==> src/rtl/gshare_global_predictor_pkg.sv <==
// Shared definitions for the gshare global direction predictor:
// branch opcode, 2-bit counter encodings, FSM states and the
// saturating counter update used by the pattern history table.
package gshare_global_predictor_pkg;

    // Conditional branch major opcode (RV32 BRANCH group)
    localparam logic [6:0] BRANCH_OPCODE = 7'b1100011;

    // 2-bit saturating counter encodings; MSB is the taken prediction
    typedef enum logic [1:0] {
        SNT = 2'b00,
        WNT = 2'b01,
        WT  = 2'b10,
        ST  = 2'b11
    } cnt_e;

    // Predictor control states: clearing the table, then normal operation
    typedef enum logic {
        FSM_INIT = 1'b0,
        FSM_RUN  = 1'b1
    } fsm_e;

    // Next counter state for a resolved outcome; sticks at both ends
    function automatic logic [1:0] sat_update(input logic [1:0] cnt, input logic taken);
        logic [1:0] nxt;
        nxt = cnt;
        if (taken) begin
            if (cnt != ST) begin
                nxt = cnt + 2'd1;
            end
        end else begin
            if (cnt != SNT) begin
                nxt = cnt - 2'd1;
            end
        end
        return nxt;
    endfunction

    // True when the instruction word belongs to the conditional branch group
    function automatic logic is_branch(input logic [31:0] inst);
        return (inst[6:0] == BRANCH_OPCODE);
    endfunction

endpackage

==> src/rtl/gshare_global_predictor_sat_counter_table.sv <==
// Pattern history table of 2-bit saturating counters.
// One asynchronous read port, one synchronous read-modify-write
// training port and a clear port used by the initialisation sweep.
// A read that hits the entry being trained in the same cycle sees
// the updated value (write-first), so prediction never lags training.
module gshare_global_predictor_sat_counter_table
    import gshare_global_predictor_pkg::*;
#(
    parameter int IDX_W = 6
) (
    input  logic             i_clk,
    input  logic             i_clr_en,
    input  logic [IDX_W-1:0] i_clr_idx,
    input  logic             i_upd_en,
    input  logic [IDX_W-1:0] i_upd_idx,
    input  logic             i_upd_taken,
    input  logic [IDX_W-1:0] i_rd_idx,
    output logic [1:0]       o_rd_cnt
);

    localparam int DEPTH = 2 ** IDX_W;

    logic [1:0] r_mem [DEPTH];
    logic [1:0] w_upd_next;
    logic       w_bypass;

    // New value of the entry being trained, derived from its stored state
    always_comb begin
        w_upd_next = sat_update(r_mem[i_upd_idx], i_upd_taken);
    end

    // Read port with write-first forwarding from the training port
    always_comb begin
        w_bypass = i_upd_en && (i_upd_idx == i_rd_idx);
        o_rd_cnt = w_bypass ? w_upd_next : r_mem[i_rd_idx];
    end

    // Storage write: clearing owns the table while it runs, training otherwise
    always_ff @(posedge i_clk) begin
        if (i_clr_en) begin
            r_mem[i_clr_idx] <= WNT;
        end else if (i_upd_en) begin
            r_mem[i_upd_idx] <= w_upd_next;
        end
    end

endmodule

==> src/rtl/gshare_global_predictor.sv <==
// Gshare global-history direction predictor.
// Holds the speculative global history register, hashes it with the
// fetch PC to index the counter table, trains with resolved outcomes
// from EX and rebuilds the history from the EX snapshot on a mispredict.
// After reset the table is swept to weak not-taken before predicting.
module gshare_global_predictor
    import gshare_global_predictor_pkg::*;
#(
    parameter int IDX_W = 6,
    parameter int GHR_W = 6
) (
    input  logic             i_clk,
    input  logic             i_rst,
    input  logic [31:0]      i_pc_if,
    input  logic [31:0]      i_inst_if,
    input  logic             i_stall_if,
    input  logic             i_br_pre_if,
    input  logic [31:0]      i_pc_ex,
    input  logic [31:0]      i_inst_ex,
    input  logic [GHR_W-1:0] i_ghr_ex,
    input  logic             i_br_pre_ex,
    input  logic             i_br,
    output logic             o_br_pre_global,
    output logic [GHR_W-1:0] o_ghr_if,
    output logic             o_init_done
);

    fsm_e             r_state;
    fsm_e             w_state_next;
    logic [IDX_W-1:0] r_clr_cnt;
    logic [GHR_W-1:0] r_ghr;
    logic             r_init_done;

    logic             w_run;
    logic             w_clr_en;
    logic             w_if_branch;
    logic             w_ex_branch;
    logic             w_train_en;
    logic             w_ex_mispredict;
    logic [IDX_W-1:0] w_pred_idx;
    logic [IDX_W-1:0] w_train_idx;
    logic [1:0]       w_pred_cnt;
    logic             w_unused_bits;

    // Decode which stage currently carries a conditional branch
    always_comb begin
        w_if_branch     = is_branch(i_inst_if);
        w_ex_branch     = is_branch(i_inst_ex);
        w_train_en      = w_run && w_ex_branch;
        w_ex_mispredict = w_ex_branch && (i_br != i_br_pre_ex);
    end

    // Gshare hashing: word-aligned PC bits XOR zero-extended history
    always_comb begin
        w_pred_idx  = i_pc_if[IDX_W+1:2] ^ IDX_W'(r_ghr);
        w_train_idx = i_pc_ex[IDX_W+1:2] ^ IDX_W'(i_ghr_ex);
    end

    // Only bits above and below the index field are ignored by the hash
    always_comb begin
        w_unused_bits = ^{i_pc_if[31:IDX_W+2], i_pc_if[1:0],
                          i_pc_ex[31:IDX_W+2], i_pc_ex[1:0],
                          i_inst_if[31:7], i_inst_ex[31:7]};
    end

    // Control FSM state register; reset always restarts the clear sweep
    always_ff @(posedge i_clk) begin
        if (i_rst) begin
            r_state <= FSM_INIT;
        end else begin
            r_state <= w_state_next;
        end
    end

    // Next-state and control strobes; reset cycle neither clears nor runs
    always_comb begin
        w_state_next = r_state;
        w_clr_en     = 1'b0;
        w_run        = 1'b0;
        case (r_state)
            FSM_INIT: begin
                w_clr_en = !i_rst;
                if (r_clr_cnt == {IDX_W{1'b1}}) begin
                    w_state_next = FSM_RUN;
                end
            end
            FSM_RUN: begin
                w_run = !i_rst;
            end
            default: begin
                w_state_next = FSM_INIT;
            end
        endcase
    end

    // Sweep pointer walks every table entry once while clearing
    always_ff @(posedge i_clk) begin
        if (i_rst) begin
            r_clr_cnt <= '0;
        end else if (w_clr_en) begin
            r_clr_cnt <= r_clr_cnt + 1'b1;
        end
    end

    // Completion flag rises together with entry into normal operation
    always_ff @(posedge i_clk) begin
        if (i_rst) begin
            r_init_done <= 1'b0;
        end else if (w_clr_en && (r_clr_cnt == {IDX_W{1'b1}})) begin
            r_init_done <= 1'b1;
        end
    end

    // History update: EX repair beats the speculative IF shift, which is
    // dropped because the IF instruction is flushed on a mispredict
    always_ff @(posedge i_clk) begin
        if (i_rst) begin
            r_ghr <= '0;
        end else if (w_run) begin
            if (w_ex_mispredict) begin
                r_ghr <= {i_ghr_ex[GHR_W-2:0], i_br};
            end else if (w_if_branch && !i_stall_if) begin
                r_ghr <= {r_ghr[GHR_W-2:0], i_br_pre_if};
            end
        end
    end

    gshare_global_predictor_sat_counter_table #(
        .IDX_W(IDX_W)
    ) u_pht (
        .i_clk       (i_clk),
        .i_clr_en    (w_clr_en),
        .i_clr_idx   (r_clr_cnt),
        .i_upd_en    (w_train_en),
        .i_upd_idx   (w_train_idx),
        .i_upd_taken (i_br),
        .i_rd_idx    (w_pred_idx),
        .o_rd_cnt    (w_pred_cnt)
    );

    // Outputs are forced to their idle values during reset and the sweep
    always_comb begin
        o_br_pre_global = w_run && w_if_branch && w_pred_cnt[1];
        o_ghr_if        = w_run ? r_ghr : '0;
        o_init_done     = r_init_done && !i_rst;
    end

endmodule

==> config.mk <==
export PLATFORM = sky130hd
export DESIGN_NAME = gshare_global_predictor
export DESIGN_NICKNAME = d
export VERILOG_FILES = /design/src/rtl/gshare_global_predictor_pkg.sv /design/src/rtl/gshare_global_predictor_sat_counter_table.sv /design/src/rtl/gshare_global_predictor.sv
export SDC_FILE = /design/constraint.sdc
export NUM_CORES = 1
export LEC_CHECK = 0
export CORE_AREA = 5 5 125 127
export CTS_CLUSTER_SIZE = 8
export DETAILED_ROUTE_END_ITERATION = 7
export DIE_AREA = 0 0 130 132
export PLACE_DENSITY = 0.82
export SYNTH_ARGS = -nofsm -noshare
export SYNTH_HDL_FRONTEND = slang
export SYNTH_SLANG_ARGS = --single-unit
==> constraint.sdc <==
create_clock -name i_clk -period 8.3 [get_ports i_clk]
set_input_delay 2.49 -clock i_clk [delete_from_list [all_inputs] [get_ports i_clk]]
set_output_delay 2.49 -clock i_clk [all_outputs]
set_load 0.01 [all_outputs]
==> summary.md, run 1 <==
| Metric | Value |
|---|---|
| Status | `finished, final reports clean` |
| Core ar. | `14300 sq um` |
| Critical Path Start | `i_ghr_ex[2]` |
| Cell Rows | `44` |
| Mapped Avg Cell Area | `13.0 sq um` |
| Htree depth | `4` |
| Drt first pass iters | `5` |
| Routed WL | `19100 microns` |
| # DRC | `0` |
| Starting density of the core | `48.9%` |
| Die area | `17200 sq um` |
| Endpoints failing setup | `0` |
| Clock share of power | `44.6%` |
| Initial antenna violation count | `0` |
| Vias/cell | `6.12` |
| Ports | `148` |
| First-pass GRT wire length | `28700 microns` |
| Synthesized Nets | `678` |
| CP endpoint kind | `primary output` |
| Worst ir drop on vdd | `0.139 mV` |
| Power share of the combinational group | `10.3%` |
| Cells after synthesis | `537` |
| Final core utilization | `60.6%` |
| RSZ-0062 raised after global routing | `no` |
| Worst-path maximum fanout | `10` |
| Int Power | `1.33 mW` |
| Reg-to-reg critical path startpoint | `u_pht.r_mem[18][0]$_DFFE_PP_` |
| Gpl congestion | `0.919` |
| Worst min-delay path class | `flip-flop to flip-flop` |
| Number of buffers added on ports | `45` |
| CTS tree | `yes` |
| Final Skew | `0.0144 ns` |
| Setup ws final | `0.195 ns` |
| Reg power frac | `45.0%` |
| Cell variety after synth | `50` |
| Post-route setup TNS | `0 ns` |
| Simple-gate share of the synthesized area | `11.8%` |
| Fillers | `1080` |
| Relative slew slack | `27.1%` |
| Top cells by area, synth | `edfxtp_1 55%, mux4_2 8.4%, mux2i_1 6.3%` |
| Achievable Freq | `123 MHz` |
| Seq cells post-synth | `142` |
| Max cap viols | `0` |
| Sequential share of the synthesized area | `58.9%` |
| Setup WS pre-CTS | `-0.167 ns` |
| Routed wire per std cell | `22.9 microns` |
| Psw | `0.392 mW` |
| Clock transition at path regs | `0.06 ns` |
| Post-synthesis cell area | `7010 sq um` |
| EDFF count, synth | `128` |
| CTS Buf Count | `17` |
| PwrDens | `198 nW/um^2` |
| Final period demand of the worst path | `8.11 ns` |
| Kind of critical path | `input port to primary output` |
| Synth Area in Adders | `0.482%` |
| Clock root buffer | `clkbuf_16` |
| Clock Latency Late Sink | `0.44 ns` |
| P_leak | `3.16 nW` |
| Yosys warnings | `0` |
| Drt initial violations | `551` |
| Via count | `5093` |
| Yosys top cell area share | `54.9%` |
| Post-synthesis mux area share | `15.6%` |
| Largest net degree at the start of global routing | `65` |
| Die Ht | `132 microns` |
| Share of cells above drive strength 1 | `19.9%` |
| Pwr Total | `1.72 mW` |
| Post-synth top area cell | `edfxtp_1` |
| Final period utilization | `97.7%` |
| Total congestion overflow | `0` |
| Tot GR Track Use | `22.8%` |
| Critical Path Source Type | `input port` |
| Hold Crit Start | `r_init_done$_SDFFE_PP0P_` |
| Switching share of total power | `22.8%` |
| Asr flop ratio synth | `0%` |
| Fin. Hold Viols | `0` |
| Ant. Diodes | `0` |
| CP arrival | `5.62 ns` |
| Compound-cell area share of the yosys netlist | `6.93%` |
| Layout area overhead | `23.9%` |
| Main combinational cell family by area after synthesis | `multiplexers` |
| Dominant synthesized flop cell | `edfxtp_1` |
| Crit path required time | `5.81 ns` |
| Final HPWL DP | `13000 microns` |
| Final net count | `776` |
| Vias in the first global route | `5098` |
| # clock sinks | `142` |
| Die Width | `130 microns` |
| Final Max Slew Viols | `0` |
| Post-synthesis xor/xnor area fraction | `3.84%` |
| Clock Path Buffers | `2` |
| Tightest Pin Transition | `1.09 ns` |
| DRT antenna net count | `0` |
power groups by stage:
stage	clock [mW]	sequential, mW	combinational, mW
6_report	0.766	0.773	0.178
5_1_grt	0.803	0.773	0.187
4_1_cts	0.777	0.773	0.175
3_5_place_dp	0	0.788	0.172
3_3_place_gp	0	0.788	0.171
2_1_floorplan	0	0.787	0.0921
per-layer routing:
metal	up-vias	GRT usage [%]	share of wire, %
li1	2250	-	-
met5	-	0	0
met3	67	7.25	11
met4	0	11.1	4.5
met1	2456	28.7	38
met2	320	35.5	47
worst max-delay path, stage by stage:
cell and delay [ns]:
clkdlybuf4s50_1 0.58, xor2_1 0.22, buf_6 0.21, nand3_1 0.11
buf_4 0.19, o22ai_1 0.13, a2111oi_0 0.09, buf_4 0.16
or4_4 0.52, maj3_2 0.36, a211oi_2 0.23, dlygate4sd2_1 0.31
registers in the layout, summed over array words and instances, names as in the netlist:
signal,count
r_clr_cnt,6
r_ghr,6
r_init_done,1
r_state,1
u_pht.r_mem,128
synthesized netlist by cell type (all sizes together) (7+ instances only):
cell type  instances
mux4              28
nand3             13
xor2              15
xnor2             14
mux2i             44
o21ai             18
dfxtp             14
and2               9
o22ai             14
o31ai              7
edfxtp           128
clkbuf            13
nor4               7
a21oi             19
nor2              85
nand2             51
buf               11
logic make-up (layout without fill, tap and decap cells):
family                   after synthesis  count (layout)
buffers and inverters                 26             137
AND/OR/NAND/NOR                      187             187
AO/OA/AOI/OAI                         77              77
XOR/XNOR                              29              29
flip-flops                           142             142
multiplexers                          73              73
adder cells (fa/ha/maj)                3               3
repair_timing:
action	4_1_cts	5_1_grt
gates resized for setup	7	1
buffers inserted	1	0
hold buffers	0	0
setup endpoints to repair	1	1
pin swaps	1	0
worst paths after layout:
check | slack, ns | cells after the start | to
worst max-delay path | 0.19 | 12 | o_br_pre_global
worst min-delay path | 0.51 | 2 | r_init_done$_SDFFE_PP0P_
worst max register to register | 4.78 | 9 | u_pht.r_mem[6][0]$_DFFE_PP_
worst min register to register | 0.51 | 2 | r_init_done$_SDFFE_PP0P_
per-stage QoR:
| step | std cells | area (sq um) | hold slack [ns] |
|---|---|---|---|
| floorplan | 537 | 7010 | 0.432 |
| global placement | 798 | 8040 | 0.463 |
| CTS | 831 | 8660 | 0.500 |
| global route | 832 | 8680 | 0.572 |
| finish | 832 | 8680 | 0.513 |
| detailed placement | 798 | 8040 | 0.481 |
layout make-up:
cell class | count | area [sq um] | area share (%)
flip-flops and latches | 142 | 4120 | 47.5
multi-input cells | 369 | 2760 | 31.8
repair buffers | 103 | 961 | 11.1
clock buffers | 17 | 425 | 4.90
well taps | 184 | 230 | 2.65
clock inverters | 15 | 171 | 1.98
inverters | 2 | 7.51 | 0.0865
layout by cell type (no fill, tap or decap), types with 3 or more instances in the layout:
master | Yosys | layout
nor2_1 | 85 | 84
clkinv_4 | 0 | 3
o31ai_1 | 7 | 7
nor3_1 | 5 | 5
dfxtp_1 | 14 | 14
o21ai_0 | 17 | 17
xnor2_1 | 13 | 12
clkbuf_16 | 0 | 17
edfxtp_1 | 128 | 128
nand4_1 | 4 | 4
nor4_1 | 7 | 7
a31oi_1 | 4 | 4
dlygate4sd2_1 | 0 | 3
nand3_1 | 13 | 11
bufinv_16 | 0 | 3
clkdlybuf4s50_1 | 0 | 42
clkinv_2 | 0 | 4
and2_1 | 9 | 9
clkinvlp_4 | 0 | 3
a211oi_1 | 5 | 5
buf_4 | 1 | 51
buf_12 | 1 | 6
xor2_1 | 14 | 12
nand3b_1 | 4 | 4
mux2i_1 | 44 | 44
a21oi_1 | 18 | 18
mux4_2 | 26 | 26
o22ai_1 | 14 | 14
o31a_1 | 4 | 4
nand2_1 | 51 | 51
(Power assumes the default switching activity.)
==> run 2: changes to the inputs <==
Settings changed: CORE_AREA 5 5 125 127 to 5 5 130 132, DIE_AREA 0 0 130 132 to 0 0 135 137, PLACE_DENSITY 0.82 to 0.8.
Clock period 8.3 ns to 6.9 ns, I/O delays scaled along.
==> run 2 against run 1 <==
Combinational power rose by 42%. Clock skew fell by 0.0014 ns. Utilization fell by 2.6 points. Cell area rose by 4.3%. Sequential power rose by 20%. Clock-buffer cell count did not move. Total power rose by 22%. Non-clock buffer count rose by 29. Setup slack got worse by 0.11 ns. Critical endpoint unchanged. Largest power group unchanged. Highest routed layer unchanged.
==> summary.md, run 2 (synthesis gave the netlist of run 1 again) <==
| Metric | Value |
|---|---|
| Tightest Pin Transition | `1.24 ns (+0.158 ns)` |
| Max FFs per register | `128 (unchanged)` |
| Post-route setup TNS | `0 ns (unchanged)` |
| Drt first pass iters | `6 (+1)` |
| Fillers | `1167 (+8.1%)` |
| Vias in the first global route | `5386 (+5.6%)` |
| Die Width | `135 microns (+3.8%)` |
| Gpl congestion | `0.951 (+3.5%)` |
| Clock transition at path regs | `0.07 ns (about the same)` |
| CP endpoint kind | `primary output` |
| CTS Hold Bufs | `0 (unchanged)` |
| Biggest registers after layout | `u_pht.r_mem (128), r_clr_cnt (6), r_ghr (6)` |
| Htree depth | `4 (unchanged)` |
| Relative slew slack | `17.1% (-10 points)` |
| Largest net degree at the start of global routing | `65 (unchanged)` |
| Most common cell after layout, fill and taps aside | `edfxtp_1` |
| Via count | `5306 (+4.2%)` |
| WHS | `0.495 ns (-0.0186 ns)` |
| Final period demand of the worst path | `6.82 ns` |
| Drt initial violations | `724 (+31%)` |
| PwrDens | `231 nW/um^2 (+17%)` |
| Starting density of the core | `44.9% (-4.0 points)` |
| Clock Path Buffers | `2 (unchanged)` |
| Worst ir drop on vdd | `0.181 mV (+30%)` |
| Total congestion overflow | `0 (unchanged)` |
| Status | `finished, final reports clean` |
| Routed WL | `19700 microns (+3.2%)` |
| Endpoints failing setup | `0 (unchanged)` |
| Worst-path maximum fanout | `5 (-5)` |
| Fin. Hold Viols | `0 (unchanged)` |
| CTS Buf Count | `17 (unchanged)` |
| P_leak | `3.36 nW (+6.6%)` |
| Final Skew | `0.0130 ns (-0.00140 ns)` |
| Critical Path Source Type | `input port` |
| Clock Latency Late Sink | `0.43 ns (about the same)` |
| Layout area overhead | `29.3%` |
| Most frequent cells in the layout | `128 x edfxtp_1, 84 x nor2_1, 71 x buf_4, 51 x nand2_1, 44 x mux2i_1` |
| Clock root buffer | `clkbuf_16` |
| Die Ht | `137 microns (+3.8%)` |
| Multi-input logic area | `2840 sq um (+2.8%)` |
| # clock sinks | `142 (unchanged)` |
| First-pass GRT wire length | `30200 microns (+5.4%)` |
| Final net count | `805 (+3.7%)` |
| Ant. Diodes | `0 (unchanged)` |
| Kind of critical path | `input port to primary output` |
| Achievable Freq | `147 MHz` |
| Worst min-delay path class | `flip-flop to flip-flop` |
| Ports | `148 (unchanged)` |
| DRT antenna net count | `0 (unchanged)` |
| Die area | `18500 sq um (+7.8%)` |
| Vias/cell | `5.94 (-2.9%)` |
| Number of buffers added on ports | `45 (unchanged)` |
| Largest Register | `u_pht.r_mem` |
| CP arrival | `4.75 ns (-0.87 ns)` |
| Core ar. | `15600 sq um (+9.0%)` |
| Final Max Slew Viols | `0 (unchanged)` |
| CTS tree | `yes` |
| Final HPWL DP | `13300 microns (+2.6%)` |
| Max cap viols | `0 (unchanged)` |
| Cell Rows | `46 (+4.5%)` |
| RSZ-0062 raised after global routing | `no` |
| # DRC | `0 (unchanged)` |
| Tot GR Track Use | `22.0% (-0.79 points)` |
| Initial antenna violation count | `0 (unchanged)` |
| Sequential cell area | `4120 sq um (unchanged)` |
| Final period utilization | `98.8%` |
| Routed wire per std cell | `22.0 microns (-3.9%)` |
| Crit path required time | `4.83 ns (-0.98 ns)` |
| Share of cells above drive strength 1 | `25.4% (+5.5 points)` |
==> run 2: path summary, 6_finish.rpt <==
path | startpoint | end | slack (ns) | cells after the start
worst min register to register | r_init_done$_SDFFE_PP0P_ | r_init_done$_SDFFE_PP0P_ | 0.49 | 2
worst max-delay path | i_ghr_ex[2] | o_br_pre_global | 0.08 | 11
worst max register to register | u_pht.r_mem[20][0]$_DFFE_PP_ | u_pht.r_mem[33][1]$_DFFE_PP_ | 3.55 | 9
worst min-delay path | r_init_done$_SDFFE_PP0P_ | r_init_done$_SDFFE_PP0P_ | 0.49 | 2
==> run 2: per-stage QoR <==
step	setup slack (ns)	cell area, sq um	total power, mW	utilization [%]	instances
after floorplan	0.215	7010	1.06	-	537
after global placement	-0.759	8230	1.17	52.8	849
after detailed placement	-0.777	8230	1.17	52.8	849
after CTS	0.00657	9010	2.09	57.8	893
after global routing	0.00405	9050	2.15	58.1	893
final	0.0807	9050	2.09	58.1	893
==> run 2: layout make-up <==
cell class / count / share of cell area [%]
Clock buffer: 17 / 4.70
Clock inverter: 15 / 1.85
Inverter: 2 / 0.0829
Multi-Input combinational cell: 369 / 31.3
Sequential cell: 142 / 45.5
Tap cell: 216 / 2.98
Timing Repair Buffer: 132 / 13.5
==> run 2: repair_timing <==
action / CTS / global route
endpoints found under the setup margin: 1 / 1
setup buffers: 11 / 0
pin swaps: 6 / 5
cloned: 1 / 0
resized for setup: 28 / 18
==> run 2: layer usage <==
layer	up-vias	wire length, microns	share of wire, %	track usage [%]
li1	2319	-	-	-
met1	2561	7240	37	26.7
met2	353	9280	47	35.7
met3	73	2300	12	7.39
met4	0	866	4.4	10.2
met5	-	0	0	0
==> run 2: where the power goes <==
group / internal [mW] / switching (mW) / leakage (nW)
clock: 0.516 / 0.396 / 0.293
sequential: 0.926 / 0.00374 / 1.57
combinational: 0.126 / 0.126 / 1.50
==> run 2: critical path, cell delays in order <==
cell             delay (ns)
clkdlybuf4s15_1        0.23
xnor2_2                0.36
buf_4                  0.22
nand2_1                0.14
o21ai_0                0.25
a2111oi_1              0.12
buf_4                  0.15
or4_4                  0.46
maj3_2                 0.35
a211oi_2               0.21
buf_2                  0.17
